$ cat src/rtl/amplifier_mc.sv
// Multi-channel programmable scaler: shared write port, registered multiply stage,
// optional result saturation and an output FIFO with valid/ready backpressure.
module amplifier_mc #(
    parameter int NUM_CH     = 4,
    parameter int NO_W       = 8,
    parameter int DATA_W     = 8,
    parameter int SCALER_W   = 16,
    parameter int RES_W      = 16,
    parameter int FIFO_DEPTH = 4,
    parameter int SAT_EN     = 1,
    parameter int SCALER_RST = 1,
    localparam int CH_W      = (NUM_CH > 1) ? $clog2(NUM_CH) : 1
) (
    input  logic                          clk_i,
    input  logic                          rst_i,
    input  logic                          wr_en_i,
    output logic                          wr_ready_o,
    input  logic                          set_scaler_i,
    input  logic [CH_W-1:0]               ch_i,
    input  logic [NO_W+DATA_W-1:0]        wr_data_i,
    output logic                          rd_val_o,
    input  logic                          rd_ready_i,
    output logic [CH_W+NO_W+RES_W-1:0]    rd_data_o,
    output logic [SCALER_W-1:0]           scaler_o,
    output logic                          err_o,
    output logic [15:0]                   sat_cnt_o
);

    localparam int IN_W   = NO_W + DATA_W;
    localparam int PROD_W = DATA_W + SCALER_W;
    localparam int OUT_W  = CH_W + NO_W + RES_W;
    localparam int AW     = $clog2(FIFO_DEPTH);

    logic [SCALER_W-1:0] scaler_q [NUM_CH];

    logic              s1_valid;
    logic [CH_W-1:0]   s1_ch;
    logic [NO_W-1:0]   s1_no;
    logic [PROD_W-1:0] s1_prod;

    logic [OUT_W-1:0]  fifo_mem [FIFO_DEPTH];
    logic [AW-1:0]     wr_ptr;
    logic [AW-1:0]     rd_ptr;
    logic [AW:0]       count;

    logic              err_q;
    logic [15:0]       sat_cnt_q;

    logic              ch_ok;
    logic              accept;
    logic              acc_data;
    logic              acc_scaler;
    logic [AW+1:0]     credit_used;
    logic [PROD_W-1:0] product;
    logic              over;
    logic [RES_W-1:0]  result;
    logic              sat_event;
    logic              push;
    logic              pop;

    assign ch_ok      = 32'(ch_i) < NUM_CH;
    assign accept     = wr_en_i && wr_ready_o;
    assign acc_data   = accept && ch_ok && !set_scaler_i;
    assign acc_scaler = accept && ch_ok && set_scaler_i;

    // Words in stage 1 already own a FIFO slot, so counting them here guarantees no loss.
    assign credit_used = (AW+2)'(count) + (AW+2)'(s1_valid);
    assign wr_ready_o  = 32'(credit_used) < FIFO_DEPTH;

    assign scaler_o = ch_ok ? scaler_q[ch_i] : '0;
    assign product  = PROD_W'(wr_data_i[DATA_W-1:0]) * PROD_W'(scaler_o);

    always_ff @(posedge clk_i) begin
        if (rst_i) begin
            for (int i = 0; i < NUM_CH; i++) begin
                scaler_q[i] <= SCALER_W'(SCALER_RST);
            end
        end else if (acc_scaler) begin
            scaler_q[ch_i] <= wr_data_i[SCALER_W-1:0];
        end
    end

    always_ff @(posedge clk_i) begin
        if (rst_i) begin
            s1_valid <= 1'b0;
        end else begin
            s1_valid <= acc_data;
            if (acc_data) begin
                s1_ch   <= ch_i;
                s1_no   <= wr_data_i[IN_W-1:DATA_W];
                s1_prod <= product;
            end
        end
    end

    generate
        if (PROD_W > RES_W) begin : g_over
            assign over = |s1_prod[PROD_W-1:RES_W];
        end else begin : g_no_over
            assign over = 1'b0;
        end
    endgenerate

    assign result    = ((SAT_EN != 0) && over) ? '1 : RES_W'(s1_prod);
    assign sat_event = s1_valid && (SAT_EN != 0) && over;

    assign push = s1_valid;
    assign pop  = rd_val_o && rd_ready_i;

    always_ff @(posedge clk_i) begin
        if (push) begin
            fifo_mem[wr_ptr] <= {s1_ch, s1_no, result};
        end
    end

    // Pointers wrap naturally because the depth is a power of two.
    always_ff @(posedge clk_i) begin
        if (rst_i) begin
            wr_ptr <= '0;
            rd_ptr <= '0;
            count  <= '0;
        end else begin
            if (push) begin
                wr_ptr <= wr_ptr + AW'(1);
            end
            if (pop) begin
                rd_ptr <= rd_ptr + AW'(1);
            end
            case ({push, pop})
                2'b10:   count <= count + (AW+1)'(1);
                2'b01:   count <= count - (AW+1)'(1);
                default: count <= count;
            endcase
        end
    end

    assign rd_val_o  = (count != '0);
    assign rd_data_o = rd_val_o ? fifo_mem[rd_ptr] : '0;

    always_ff @(posedge clk_i) begin
        if (rst_i) begin
            err_q     <= 1'b0;
            sat_cnt_q <= '0;
        end else begin
            err_q <= accept && !ch_ok;
            if (sat_event && (sat_cnt_q != 16'hFFFF)) begin
                sat_cnt_q <= sat_cnt_q + 16'd1;
            end
        end
    end

    assign err_o     = err_q;
    assign sat_cnt_o = sat_cnt_q;

endmodule

$ cat config.mk
export PLATFORM = sky130hd
export DESIGN_NAME = amplifier_mc
export DESIGN_NICKNAME = d
export VERILOG_FILES = /design/src/rtl/amplifier_mc.sv
export SDC_FILE = /design/constraint.sdc
export NUM_CORES = 1
export LEC_CHECK = 0
export ABC_AREA = 0
export BUFFER_PORTS_ARGS = -buffer_cell sky130_fd_sc_hd__buf_4
export CORE_MARGIN = 3
export CORE_UTILIZATION = 38
export CTS_CLUSTER_DIAMETER = 80
export DETAILED_ROUTE_END_ITERATION = 10
export GPL_ROUTABILITY_DRIVEN = 0
export SYNTH_ARGS = -nofsm -noshare
export SYNTH_HDL_FRONTEND = slang
export SYNTH_SLANG_ARGS = --single-unit
$ cat constraint.sdc
create_clock -name clk_i -period 11.3 [get_ports clk_i]
set_input_delay 1.13 -clock clk_i [delete_from_list [all_inputs] [get_ports clk_i]]
set_output_delay 1.13 -clock clk_i [all_outputs]
set_load 0.02 [all_outputs]
==> results.cfg, run 1 <==
[status]
status = finished, final reports clean

[setup_path]
setup.worst_path.end_class = flop
ff2ff_path_depth = 15
cp_max_fo = 21
startpoint_type = primary input
worstPathArrival_ns = 6.31
rr_startpoint = scaler_q[0][3]
critical_path_class = primary input to flop
cp.required_ns = 11.57
crit_start = ch_i[0]

[layout]
drive_above_1_share_pct = 19.2
areaGrowthSynthToFinish_pct = 14.0
n_antenna_cell = 0
num-fill-cells = 3119
final_util_pct = 44.0
nNetsFinal = 1245

[clocking]
clockRootBuffer = clkbuf_16
cts_tree = built
numCtsBuffers = 24
clk_pin_slew_ns = 0.06
hold_buffers = 0
htreeDepth = 1
numClockSinks = 228
clk_latency_ns = 0.52
cts_resized = 0
postCtsSetupBuffers = 0
cts.path.max_buffers = 3

[logic_synthesis]
syn-num-nets = 1168
seq_area_frac_synth_pct = 49.3
synth_flop_cell = edfxtp_1
synthDistinctLibCells = 58
synthTopCellsByArea = edfxtp_1 45%, fa_1 13%, and2_1 9.6%
yosys.area.top_type = edfxtp_1
netlist_area_mm2 = 0.0134
synth-seq-cells = 228
yosysWarnings = 0
netlist.area_leader.share_pct = 45.4
syn_avg_cell_area_um2 = 13.2
synthCells = 1010
synth_edf_count = 202
async_flop_share_pct = 0

[timing]
final_max_slew_viol_count = 0
fin_tns_setup_ns = 0
slew_headroom_pct = 35.9
min_period_ns = 6.04
final_hold_viol_count = 0
rsz0062_at_grt = false
setup_slack_ns = 5.26
worst_slew_pin_slew_ns = 0.961
period_share_pct = 53.4
skew_ns = 0.00932
setup_viol = 0
max_freq_ghz = 0.166

[placement]
port_buffers = 82
dpl.hpwl_um = 18900
dp_slack_ns = 4.69

[min_path]
holdCritStartpoint = s1_ch[0]
hp-class = flop to flop
whs_path_depth = 0

[floorplan]
pin_count = 84
core_mm2 = 0.0346
die_area_mm2 = 0.0374
die_h_um = 194
start_util_pct = 38.6
rows = 68
fp.dieW_um = 194

[route]
drt-vias-per-instance = 4.86
via_count = 7569
drt_iter0_markers = 519
ant_nets = 0
routedWlPerCell_um = 17.1
drt_pass1_iterations = 4
drc = 0
finalWirelength_um = 26700

[global_routing]
grt-ovfl-total = 0
first_global_vias = 8158
grt.busiest_layer = met2
grt_max_degree = 36
use_met2_pct = 24.5
use_met1_pct = 20.6
grt_usage_pct = 14.6
antenna_found_initial = 0
grt_pass1_wl_um = 44500
grtUsageMet3_pct = 1.76

[power]
comb_power_share_pct = 36.5
p_int_mw = 1.90
power_frac_seq_pct = 36.2
power_mw = 2.84
p_per_area_mw_per_mm2 = 187
swShare_pct = 33.2
p_clk_share_pct = 27.3
p_leak_nw = 6.08
p_switching_mw = 0.944
ir_drop_mv = 0.100

[run]
drv_cap = 0
==> cell type report <==
cell class	instances	area, µm²	area share [%]
sequential	228	6590	43.3
multi-input combinational	627	6180	40.6
timing repair buffer	91	683	4.49
clock buffer	27	633	4.16
tap	455	569	3.74
inverter	115	432	2.83
clock inverter	16	145	0.953
==> state kept, by name, indices dropped and copies added (netlist names), named ones only <==
| name | cells |
|---|---|
| s1_ch | 2 |
| count | 3 |
| push | 1 |
| rd_ptr | 2 |
| wr_ptr | 2 |
| s1_prod | 24 |
| s1_no | 8 |
| scaler_q | 64 |
| fifo_mem | 104 |
| sat_cnt_o | 16 |
==> cell usage after synthesis (24+ instances only) <==
cell      count
nor2_1       33
mux4_2       42
dfxtp_1      26
xnor2_1      24
ha_1         50
and2_1      205
edfxtp_1    202
nand2_1      39
clkbuf_1     31
inv_1       114
fa_1         85
==> path summary, 6_finish.rpt <==
| path | end | slack [ns] |
|---|---|---|
| max | s1_prod[22] | 5.26 |
| min | fifo_mem[1][24] | 0.50 |
| max reg2reg | s1_prod[22] | 5.96 |
| min reg2reg | fifo_mem[1][24] | 0.50 |
==> per-layer routing <==
metal / vias to the layer above / part of all wire (%)
met3: 27 / 4.4
met2: 124 / 48
met1: 3823 / 46
met4: 0 / 1.3
li1: 3595 / -
met5: - / 0
==> critical path: stages <==
cell and delay, ns:
buf_4 0.35, mux4_2 0.67, and2_1 0.22, fa_1 0.48
fa_1 0.52, fa_1 0.55, inv_1 0.05, fa_1 0.52
inv_1 0.04, ha_1 0.35, a21oi_1 0.27, nor2b_1 0.08
nor3_1 0.30, a311o_1 0.37, a21oi_1 0.14, o211a_1 0.24
==> metrics by stage <==
stage	instances	hold WS, ns	area (µm²)
global route	1559	0.520	15200
global placement	1516	0.470	14500
finish	1559	0.500	15200
floorplan	1010	0.459	13400
detailed placement	1516	0.485	14500
CTS	1559	0.498	15200
==> placed cells by master, fill, tap and decap left out, types with 25 or more instances in the layout <==
master,Yosys,final
dfxtp_1,26,25
edfxtp_1,202,202
ha_1,50,50
clkbuf_16,0,25
mux4_2,42,42
nor2_1,33,33
inv_1,114,114
fa_1,85,85
and2_1,205,205
nand2_1,39,39
buf_4,2,91
==> power by group through the flow <==
| stage | registers [mW] | logic, mW | clock network [mW] |
|---|---|---|---|
| after global routing | 1.04 | 1.18 | 0.827 |
| after CTS | 1.03 | 1.06 | 0.795 |
| after floorplan | 1.02 | 0.814 | 0 |
| after global placement | 1.05 | 1.05 | 0 |
| final | 1.03 | 1.04 | 0.775 |
| after detailed placement | 1.05 | 1.05 | 0 |
==> kinds of logic (layout without fill, tap and decap cells) <==
group / count (synthesis) / count (layout) / synth area share, %
muxes: 45 / 45 / 7.30
buffers and inverters: 155 / 249 / 4.48
other: 1 / 1 / 0.0281
AOI/OAI and AO/OA: 61 / 61 / 3.50
adders and majority gates: 135 / 135 / 17.4
DFF: 228 / 228 / 49.3
xor gates and xnor gates: 36 / 36 / 2.36
and+or+nand+nor: 349 / 349 / 15.6
Note: power is estimated with default switching activity, not from simulation.
==> inputs of run 2 (changes only) <==
==> constraint.sdc (replaced) <==
create_clock -name clk_i -period 5.6 [get_ports clk_i]
set_input_delay 0.56 -clock clk_i [delete_from_list [all_inputs] [get_ports clk_i]]
set_output_delay 0.56 -clock clk_i [all_outputs]
set_load 0.02 [all_outputs]
==> run 2 against run 1 <==
Critical path type is now flop to flop. Total power rose by 110%. Cell count rose by 3.3%. Highest routed layer unchanged. Count of clock-buffer cells in the layout rose by 4. Non-clock buffer count rose by 48. Combinational power rose by 130%. Sequential power rose by 100%. Via count rose by 3.1%. Die area did not move. Sequential share of layout area fell by 1.1 points. Register-to-register slack got worse by 5.6 ns.
==> results.cfg, run 2 (synthesis gave the netlist of run 1 again) <==
[timing]
final_max_slew_viol_count = 0
min_period_ns = 5.22
rsz0062_at_grt = false
setup_viol = 0
max_freq_ghz = 0.192
skew_ns = 0.0251
final_hold_viol_count = 0
slew_headroom_pct = 31.4
worst_slew_pin_slew_ns = 1.03
fin_tns_setup_ns = 0
period_share_pct = 93.1

[layout]
num-fill-cells = 3131
largest_reg_flops = 104
drive_above_1_share_pct = 22.7
areaGrowthSynthToFinish_pct = 16.9
regMostFlops = fifo_mem
nNetsFinal = 1295
top_regs = fifo_mem: 104 flops, scaler_q: 64 flops, s1_prod: 24 flops
layout_common_cells = 202 x and2_1, 202 x edfxtp_1, 139 x buf_4
n_antenna_cell = 0

[power]
swShare_pct = 32.9
p_clk_share_pct = 26.3
p_int_mw = 4.04
p_switching_mw = 1.98
comb_power_share_pct = 39.2
ir_drop_mv = 0.224
power_mw = 6.01
p_per_area_mw_per_mm2 = 385
power_frac_seq_pct = 34.6
p_leak_nw = 6.32

[setup_path]
rr_endpoint = s1_prod[22]
worstPathCellList = mux4_2 -> and2_1 -> fa_1 -> fa_1 -> fa_1 -> inv_1 -> fa_1 -> inv_1 -> ha_1 -> a21oi_1 -> nor2b_1 -> nor3_1 -> a311o_1 -> a21oi_1 -> o211a_1
ff2ff_path_depth = 15
worstPathArrival_ns = 5.48
cp_max_fo = 5
slowest_delay_ns = 0.57
setup.worst_path.end_class = flop
rr_startpoint = scaler_q[3][6]
cp_slowest_cell = fa_1
startpoint_type = flop
cpMostUsedCell = fa_1
cp.required_ns = 5.86
r2r_setup_slack_ns = 0.38
critical_path_class = flop to flop

[floorplan]
core_mm2 = 0.0346
die_area_mm2 = 0.0374
pin_count = 84
rows = 68
die_h_um = 194
fp.dieW_um = 194
start_util_pct = 38.6

[route]
drc = 0
ant_nets = 0
drt_iter0_markers = 361
routedWlPerCell_um = 17.1
drt-vias-per-instance = 4.85
via_count = 7802
drt_pass1_iterations = 4
finalWirelength_um = 27600

[clocking]
cts_tree = built
numClockSinks = 228
cts.path.max_buffers = 3
numCtsBuffers = 26
htreeDepth = 1
clockRootBuffer = clkbuf_16
cts_resized = 0
clk_latency_ns = 0.53
hold_buffers = 0
clk_pin_slew_ns = 0.06
postCtsSetupBuffers = 0

[min_path]
holdCritStartpoint = set_scaler_i
holdPathEnd = push
whs_path_depth = 2
hp-class = primary input to flop

[global_routing]
grt_usage_pct = 15.1
grt_pass1_wl_um = 46100
first_global_vias = 8492
grt-ovfl-total = 0
grt_max_degree = 36
antenna_found_initial = 1

[placement]
port_buffers = 82
dpl.hpwl_um = 19900

[status]
status = finished, final reports clean

[run]
drv_cap = 0
==> run 2: worst max path at each step <==
stage	from	to	cells past startpoint
6_report	scaler_q[3][6]	s1_prod[22]	15
4_1_cts	scaler_q[3][6]	s1_prod[22]	15
5_1_grt	scaler_q[3][4]	s1_prod[22]	17
2_1_floorplan	ch_i[0]	s1_prod[22]	16
3_5_place_dp	ch_i[0]	s1_prod[22]	16
3_3_place_gp	ch_i[0]	s1_prod[22]	16
==> run 2: power by group through the flow <==
stage | clock, mW | sequential [mW] | combinational (mW)
2_1_floorplan | 0 | 2.06 | 1.64
3_3_place_gp | 0 | 2.12 | 2.37
3_5_place_dp | 0 | 2.12 | 2.39
4_1_cts | 1.63 | 2.09 | 2.40
5_1_grt | 1.69 | 2.10 | 2.69
6_report | 1.58 | 2.08 | 2.35
==> run 2: area by class of cell <==
cell class	count	area [µm²]	share of cell area [%]
Clock buffer	31	669	4.29
Inverter	115	432	2.76
Tap cell	455	569	3.65
Timing Repair Buffer	139	1040	6.68
Clock inverter	15	131	0.841
Sequential cell	228	6590	42.2
Multi-Input combinational cell	627	6180	39.6
==> run 2: metal layers <==
layer  vias to the layer above  wire length, µm  part of all wire [%]  GRT usage, %
met5                         -                0                     0             0
met3                        34              885                   3.2          1.79
met2                       113            13400                    49          25.4
li1                       3704                -                     -             -
met1                      3951            12700                    46          21.1
met4                         0              497                   1.8          3.35
==> run 2: through the flow <==
step	hold slack, ns	utilization (%)	area, µm²	cells	worst slack (ns)
3_5_place_dp	0.483	42.8	14800	1564	-0.155
4_1_cts	0.213	45.1	15600	1610	0.345
5_1_grt	0.225	45.1	15600	1610	0.0640
2_1_floorplan	0.459	-	13400	1010	0.00408
3_3_place_gp	0.474	42.8	14800	1564	-0.0702
6_report	0.238	45.1	15600	1610	0.384
==> run 2: worst max-delay path: cells and delay by family, from the launching register on <==
kind	cells	cell delay (ns)
adders and majority gates	5	2.41
AOI/OAI and AO/OA	4	0.98
and+or+nand+nor	3	0.56
muxes	1	0.54
DFF	1	0.36
buffers and inverters	2	0.10
